==> config.mk <==
export PLATFORM = sky130hd
export DESIGN_NAME = serial_adder_ctrl_flat
export DESIGN_NICKNAME = d
export VERILOG_FILES = /design/src/rtl/serial_adder_ctrl_pkg.sv /design/src/rtl/serial_adder_ctrl_if.sv /design/src/rtl/fulladder.sv /design/src/rtl/serial_adder_ctrl.sv /design/src/flat_wrapper.sv
export SDC_FILE = /design/constraint.sdc
export NUM_CORES = 1
export LEC_CHECK = 0
export CORE_ASPECT_RATIO = 0.7
export CORE_MARGIN = 2
export CORE_UTILIZATION = 45
export CTS_CLUSTER_SIZE = 24
export DETAILED_ROUTE_END_ITERATION = 6
export GPL_TIMING_DRIVEN = 0
export PLACE_DENSITY_LB_ADDON = 0.05
export SYNTH_ARGS = -nofsm -noshare
export SYNTH_HDL_FRONTEND = slang
export SYNTH_SLANG_ARGS = --single-unit
==> constraint.sdc <==
create_clock -name clk -period 1.73 [get_ports clk]
set_input_delay 0.2595 -clock clk [delete_from_list [all_inputs] [get_ports clk]]
set_output_delay 0.2595 -clock clk [all_outputs]
set_load 0.01 [all_outputs]
==> src/rtl/serial_adder_ctrl_pkg.sv <==
// Shared definitions for the bit-serial adder controller.
package serial_adder_ctrl_pkg;

    localparam int unsigned DEFAULT_WIDTH = 8;

    typedef enum logic [1:0] {
        IDLE = 2'd0,
        RUN  = 2'd1,
        DONE = 2'd2
    } state_t;

endpackage

==> src/rtl/serial_adder_ctrl_if.sv <==
// Request/result bundle between a requesting unit and the serial adder.
interface serial_adder_ctrl_if
    import serial_adder_ctrl_pkg::*;
#(
    parameter int unsigned WIDTH = DEFAULT_WIDTH
);
    logic             start;
    logic [WIDTH-1:0] a;
    logic [WIDTH-1:0] b;
    logic             cin;
    logic             busy;
    logic             done;
    logic [WIDTH-1:0] sum;
    logic             cout;

    modport master (
        output start, a, b, cin,
        input  busy, done, sum, cout
    );

    modport slave (
        input  start, a, b, cin,
        output busy, done, sum, cout
    );
endinterface

==> src/rtl/fulladder.sv <==
// Single-bit full adder used as the shared serial datapath.
module fulladder (
    input  logic a,
    input  logic b,
    input  logic c,
    output logic sum,
    output logic carry
);
    assign sum   = a ^ b ^ c;
    assign carry = (a & b) | (a & c) | (b & c);
endmodule

==> src/rtl/serial_adder_ctrl.sv <==
// Bit-serial adder controller: one full adder reused WIDTH times, LSB first.
module serial_adder_ctrl
    import serial_adder_ctrl_pkg::*;
#(
    parameter int unsigned WIDTH = DEFAULT_WIDTH
)
(
    input logic           clk,
    input logic           rst,
    serial_adder_ctrl_if.slave bus
);
    localparam int unsigned     CNT_W = $clog2(WIDTH);
    localparam logic [CNT_W-1:0] LAST  = CNT_W'(WIDTH - 1);

    state_t           state;
    state_t           state_next;
    logic             busy_q;
    logic             done_q;
    logic             accept;
    logic             last_bit;

    logic [WIDTH-1:0] sh_a;
    logic [WIDTH-1:0] sh_b;
    logic [WIDTH-1:0] res;
    logic [WIDTH-1:0] sum_q;
    logic             carry;
    logic             cout_q;
    logic [CNT_W-1:0] cnt;

    logic             fa_sum;
    logic             fa_carry;

    fulladder u_fa (
        .a     (sh_a[0]),
        .b     (sh_b[0]),
        .c     (carry),
        .sum   (fa_sum),
        .carry (fa_carry)
    );

    // Next-state decode plus accept/commit strobes for the datapath.
    always_comb begin
        state_next = state;
        accept     = 1'b0;
        last_bit   = 1'b0;
        case (state)
            IDLE: begin
                if (bus.start) begin
                    accept     = 1'b1;
                    state_next = RUN;
                end
            end
            RUN: begin
                if (cnt == LAST) begin
                    last_bit   = 1'b1;
                    state_next = DONE;
                end
            end
            DONE:    state_next = IDLE;
            default: state_next = IDLE;
        endcase
    end

    // State register; busy/done are flopped from the next state so they never glitch.
    always_ff @(posedge clk) begin
        if (rst) begin
            state  <= IDLE;
            busy_q <= 1'b0;
            done_q <= 1'b0;
        end else begin
            state  <= state_next;
            busy_q <= (state_next != IDLE);
            done_q <= (state_next == DONE);
        end
    end

    // Operand shifters, carry flop, bit counter and committed result.
    always_ff @(posedge clk) begin
        if (rst) begin
            sh_a   <= '0;
            sh_b   <= '0;
            res    <= '0;
            carry  <= 1'b0;
            cnt    <= '0;
            sum_q  <= '0;
            cout_q <= 1'b0;
        end else if (accept) begin
            sh_a  <= bus.a;
            sh_b  <= bus.b;
            carry <= bus.cin;
            cnt   <= '0;
            res   <= '0;
        end else if (state == RUN) begin
            sh_a  <= sh_a >> 1;
            sh_b  <= sh_b >> 1;
            res   <= {fa_sum, res[WIDTH-1:1]};
            carry <= fa_carry;
            cnt   <= cnt + CNT_W'(1);
            if (last_bit) begin
                sum_q  <= {fa_sum, res[WIDTH-1:1]};
                cout_q <= fa_carry;
            end
        end
    end

    assign bus.busy = busy_q;
    assign bus.done = done_q;
    assign bus.sum  = sum_q;
    assign bus.cout = cout_q;
endmodule

==> src/flat_wrapper.sv <==
// flat-port wrapper written by rule: the top's interface ports become plain ports
module serial_adder_ctrl_flat import serial_adder_ctrl_pkg::*;
#(
    parameter int unsigned WIDTH = DEFAULT_WIDTH
)
  (clk, rst, bus_start, bus_a, bus_b, bus_cin, bus_busy, bus_done, bus_sum, bus_cout);
  serial_adder_ctrl_if #(.WIDTH(WIDTH)) bus_i ();
  input logic clk;
  input logic rst;
  input wire logic [$bits(bus_i.start)-1:0] bus_start;
  input wire logic [$bits(bus_i.a)-1:0] bus_a;
  input wire logic [$bits(bus_i.b)-1:0] bus_b;
  input wire logic [$bits(bus_i.cin)-1:0] bus_cin;
  output wire logic [$bits(bus_i.busy)-1:0] bus_busy;
  output wire logic [$bits(bus_i.done)-1:0] bus_done;
  output wire logic [$bits(bus_i.sum)-1:0] bus_sum;
  output wire logic [$bits(bus_i.cout)-1:0] bus_cout;
  assign bus_i.start = bus_start;
  assign bus_i.a = bus_a;
  assign bus_i.b = bus_b;
  assign bus_i.cin = bus_cin;
  assign bus_busy = bus_i.busy;
  assign bus_done = bus_i.done;
  assign bus_sum = bus_i.sum;
  assign bus_cout = bus_i.cout;
  serial_adder_ctrl #(.WIDTH(WIDTH)) u_core (.clk(clk), .rst(rst), .bus(bus_i));
endmodule
* After elaboration in Yosys (flattened, before gate mapping) *
Index checks and enable logic that the tools add are counted.

operators by class
  bitwise gates (word level) = 8
  $add $sub $neg = 1
  equality and inequality tests = 3
  muxes and demuxes = 13
  reduce and logical (&&, ||, !) cells = 5

operators with widths
  cell                   count
  $mux W8                4
  $mux W1                6
  $mux W2                2
  $pmux W2 S2            1
  $reduce_bool A2 Y1     2
  $add A3 B1 Y3 const B  1
  $and A1 B1 Y1          3
  $eq A3 B3 Y1 const B   1
  $reduce_and A3 Y1      1
  $eq A2 B1 Y1 const B   1
  $eq A2 B2 Y1 const B   1
  $logic_not A2 Y1       1
  $or A1 B1 Y1           2
  $reduce_or A2 Y1       1
  $xor A1 B1 Y1          2
  $not A1 Y1             1

word-level totals
  logic and storage cells = 40
  bits in registers = 41
  bits of input ports = 20

* Depth between registers and ports, before layout *
  depth after elaboration = 5
  depth in mapped cells = 7
  gate-level depth less buffers = 5

* By module *
A second synthesis with hierarchy kept.

second synthesis, totals
  cells, all modules = 192
  area total of the unflattened synthesis = 1594.0 µm²

modules (own cells, without submodules)
  module             area an instance (µm²)  times used  cells an instance
  serial_adder_ctrl  1574.0                  1           191
  fulladder          20.0                    1           1

* Worst setup path after synthesis *
OpenSTA, ideal clock, no wires.

  path type = flip-flop to flip-flop
  from = register u_core.cnt[0]
  to = register u_core.sum_q[3], in the netlist u_core.bus.sum[3]
  data arrival time = 1.294 ns
  buffers on the path = 2
  period minus slack after synthesis = 1.427 ns
  path slack = 0.303 ns
  data required time = 1.596 ns
  stages on the path, launching flop included = 8
  cells stage by stage = dfxtp_1 -> ha_1 -> ha_1 -> clkbuf_1 -> nand3b_1 -> buf_2 -> nand2_1 -> a21oi_1

on the way
  longest elaborated chain between the ends = 4

RTL lines
  element                      RTL line                  source
  from (decl)                  serial_adder_ctrl.sv:28   logic [CNT_W-1:0] cnt;
  from (signal assigned)       serial_adder_ctrl.sv:98   cnt <= cnt + CNT_W'(1);
  $eq A3 B3 Y1                 serial_adder_ctrl.sv:54   if (cnt == LAST) begin
  $mux W1                      serial_adder_ctrl.sv:54
  $mux W1                      serial_adder_ctrl.sv:46   case (state)
  $reduce_and A3 Y1 (no line)  -
  to (signal assigned)         serial_adder_ctrl.sv:100  sum_q <= {fa_sum, res[WIDTH-1:1]};
  to (decl)                    serial_adder_ctrl.sv:25   logic [WIDTH-1:0] sum_q;

Every way passes these cells.
A chain may end at the register's enable or synchronous reset.

* Worst setup path after layout *
  from = input bus_start
  to = register u_core.sh_b[3]

on the way
  longest elaborated chain between the ends = 3

RTL lines
  element                                        RTL line                 source
  from (decl)                                    flat_wrapper.sv:10       input wire logic [$bits(bus_i.start)-1:0] bus_start;
  $mux W1 (*)                                    serial_adder_ctrl.sv:48  if (bus.start) begin
  $mux W1 (*)                                    serial_adder_ctrl.sv:46
  $mux W8 or $reduce_bool A2 Y1 (tied branches)  -
  to (signal assigned)                           serial_adder_ctrl.sv:89  sh_b <= bus.b;
  to (signal assigned)                           serial_adder_ctrl.sv:95  sh_b <= sh_b >> 1;
  to (decl)                                      serial_adder_ctrl.sv:23  logic [WIDTH-1:0] sh_b;

Mark *: on every way between the ends. The rest lies on a longest branch, timed or not.

==> impl_metrics.sql <==
INSERT INTO impl_metrics (metric_group, metric, value, unit) VALUES
('grt', 'use_met2', '0.302', ''),
('cells_and_area', 'synthToLayoutAreaGrowth', '26.9', '%'),
('synth', 'postSynthNetCount', '218', ''),
('grt', 'top_usage_layer', 'met2', ''),
('clock_network', 'clkSlewWorstSetupHoldPaths', '70', 'ps'),
('timing', 'setup_viol', '0', ''),
('die', 'core_region_area', '3490', 'µm²'),
('synth', 'synth.cell_area', '1630', 'µm²'),
('grt', 'globalRoute.totalOverflow', '0', ''),
('grt', 'wire_length_of_the_first_global_routing_pass', '5.73', 'mm'),
('grt', 'grt_pass1_vias', '1269', ''),
('synth', 'synth_seq_cells', '40', ''),
('grt', 'use_met1', '0.218', ''),
('critical_path', 'worst-endpoint-required', '1930', 'ps'),
('die', 'initial_utilization', '0.468', ''),
('clock_network', 'clk_path_buf_depth', '2', ''),
('critical_path', 'crit_type', 'in2reg', ''),
('route', 'count_of_nets_left_with_antenna_violations_after_detail_routing', '0', ''),
('route', 'drc', '0', ''),
('die', 'die_area', '4140', 'µm²'),
('power', 'power.density', '870', 'nW/µm²'),
('timing', 'slew_violations', '0', ''),
('synth', 'netlist_instances', '195', ''),
('die', 'chipHeight', '54.4', 'µm'),
('power', 'p_leak', '0.000744', 'µW'),
('critical_path', 'slowest_delay', '570', 'ps'),
('timing', 'layout_worst_path_cycle_share', '0.887', ''),
('clock_network', 'clkLatencyLatePin', '280', 'ps'),
('cells_and_area', 'fillerInstances', '318', ''),
('clock_network', 'tritoncts', 'yes', ''),
('critical_path', 'critical_path.top_delay_family', 'buffers and inverters', ''),
('cells_and_area', 'drive_gt1_frac', '0.108', ''),
('critical_path', 'startpoint_type', 'primary input', ''),
('synth', 'synth_enable_flop_cells', '0', ''),
('die', 'row_count', '18', ''),
('critical_path', 'path_cells', 'clkdlybuf4s50_1 > nor3b_2 > buf_6 > a21oi_1 > a211oi_1', ''),
('critical_path', 'crit_path_end_kind', 'register', ''),
('route', 'detail_route.wl_per_cell', '12.0', 'µm'),
('grt', 'initial_antenna_violation_count', '0', ''),
('critical_path', 'cp_num_buf_inv', '2', ''),
('critical_path', 'cp_max_fo', '10', ''),
('synth', 'synth_top_cell_area_share', '0.490', ''),
('status', 'run_status', 'complete, no violations', ''),
('power', 'design_power_total', '1800', 'µW'),
('timing', 'slew-limit-headroom', '0.678', ''),
('synth', 'synth_async_sr_flop_share', '0', ''),
('clock_network', 'clk_root_buffer_cell', 'clkbuf_8', ''),
('synth', 'seq_area_frac_synth', '0.490', ''),
('timing', 'final_critical_path_setup_slack', '195', 'ps'),
('timing', 'setup_repair_after_global_routing_missed_its_margin', 'false', ''),
('timing', 'fin_setup_tns', '0', 'ps'),
('grt', 'pin_count_of_the_biggest_net_entering_global_routing', '12', ''),
('clock_network', 'postCtsSetupBuffers', '0', ''),
('timing', 'finalClockSkew', '3.75', 'ps'),
('route', 'drt_iter0_markers', '97', ''),
('placed_design', 'place_hpwl', '2.38', 'mm'),
('synth', 'syn_area_per_cell', '8.38', 'µm²'),
('synth', 'synth.distinct_cells', '26', ''),
('critical_path', 'critical-path-slowest-cell', 'clkdlybuf4s50_1', ''),
('route', 'vias_per_cell', '5.10', ''),
('run', 'drv_cap', '0', ''),
('synth', 'yosysWarningCount', '0', ''),
('synth', 'synth_common_cells', 'dfxtp_1 (40), nand2_1 (40), a21oi_1 (34)', ''),
('cells_and_area', 'final_util', '0.594', ''),
('cells_and_area', 'finalNetCount', '254', ''),
('timing', 'worst_slew_pin_slew', '484', 'ps'),
('cells_and_area', 'antenna_cells', '0', ''),
('placed_design', 'detailedPlace.worstSlack', '-69.2', 'ps'),
('grt', 'grt_use_met3', '0.0594', ''),
('clock_network', 'clock_sink_count', '40', ''),
('clock_network', 'ctsHoldBuffers', '0', '');
[power breakdown]
group	internal [µW]	switching [µW]
sequential	963	23.8
combinational	123	124
clock	274	295
[per-stage QoR]
stage	area (µm²)	std cells
after CTS	2070	281
after detailed placement	2000	275
after global placement	2000	275
after floorplan	1630	195
after global routing	2070	281
final	2070	281
[layout make-up]
type                    instances  area, µm²  area share
clock inverters                 1       5.00     0.00241
repair buffers                 30        300       0.145
well taps                      50       62.6      0.0302
clock buffers                   6       72.6      0.0350
flip-flops and latches         40        801       0.386
multi-input cells             139        737       0.355
plain buffers                  15       95.1      0.0459
[path summary, 6_finish.rpt]
check / start / end / slack (ps) / depth (start not counted)
setup reg to reg: u_core.cnt[0] / u_core.bus.sum[3] / 260 / 6
setup / recovery: bus_start / u_core.sh_b[3] / 200 / 5
hold / removal: u_core.bus.sum[7] / u_core.bus.sum[7] / 450 / 2
hold reg to reg: u_core.bus.sum[7] / u_core.bus.sum[7] / 450 / 2
[placed cells by master (no fill, tap or decap), types with 2 or more instances in the layout]
cell type and instances:
or3b_2 3, dfxtp_1 40, nand2_1 40, nand2b_1 5, clkbuf_1 4, clkdlybuf4s50_1 30, buf_2 6, a21oi_1 34
nor3_1 3, a211oi_1 12, clkbuf_8 5, nor2_1 19, buf_4 2, buf_6 3, nand3_1 10
[metal layers]
metal	part of all wire	up-vias
li1	-	724
met5	0	-
met3	0.079	7
met1	0.48	651
met2	0.43	50
met4	0.014	0
[registers in the layout (all words and copies together) (netlist names)]
signal	cells
u_core.res	7
u_core.bus.cout	1
u_core.sh_a	8
u_core.cnt	3
u_core.state	2
u_core.bus.done	1
u_core.carry	1
u_core.bus.busy	1
u_core.sh_b	8
u_core.bus.sum	8
[logic make-up after synthesis]
| group | after synthesis | share of synthesized area |
|---|---|---|
| AND/OR/NAND/NOR | 86 | 0.240 |
| AO/OA/AOI/OAI | 48 | 0.170 |
| flip-flops | 40 | 0.490 |
| buffers and inverters | 16 | 0.0605 |
| adder cells (fa/ha/maj) | 3 | 0.0276 |
| XOR/XNOR | 1 | 0.00536 |
| multiplexers | 1 | 0.00613 |
[worst min-delay path: cells and delay by family (launching register included)]
| kind | cells | cell delay, ps |
|---|---|---|
| and+or+nand+nor | 1 | 50 |
| AOI/OAI and AO/OA | 1 | 50 |
| DFF | 1 | 310 |
[timing repair]
item,in CTS,in global routing
gates resized for setup,0,1
pin swaps,0,0
hold endpoints to repair,0,0
endpoints found under the setup margin,3,6
(Power assumes the default switching activity.)
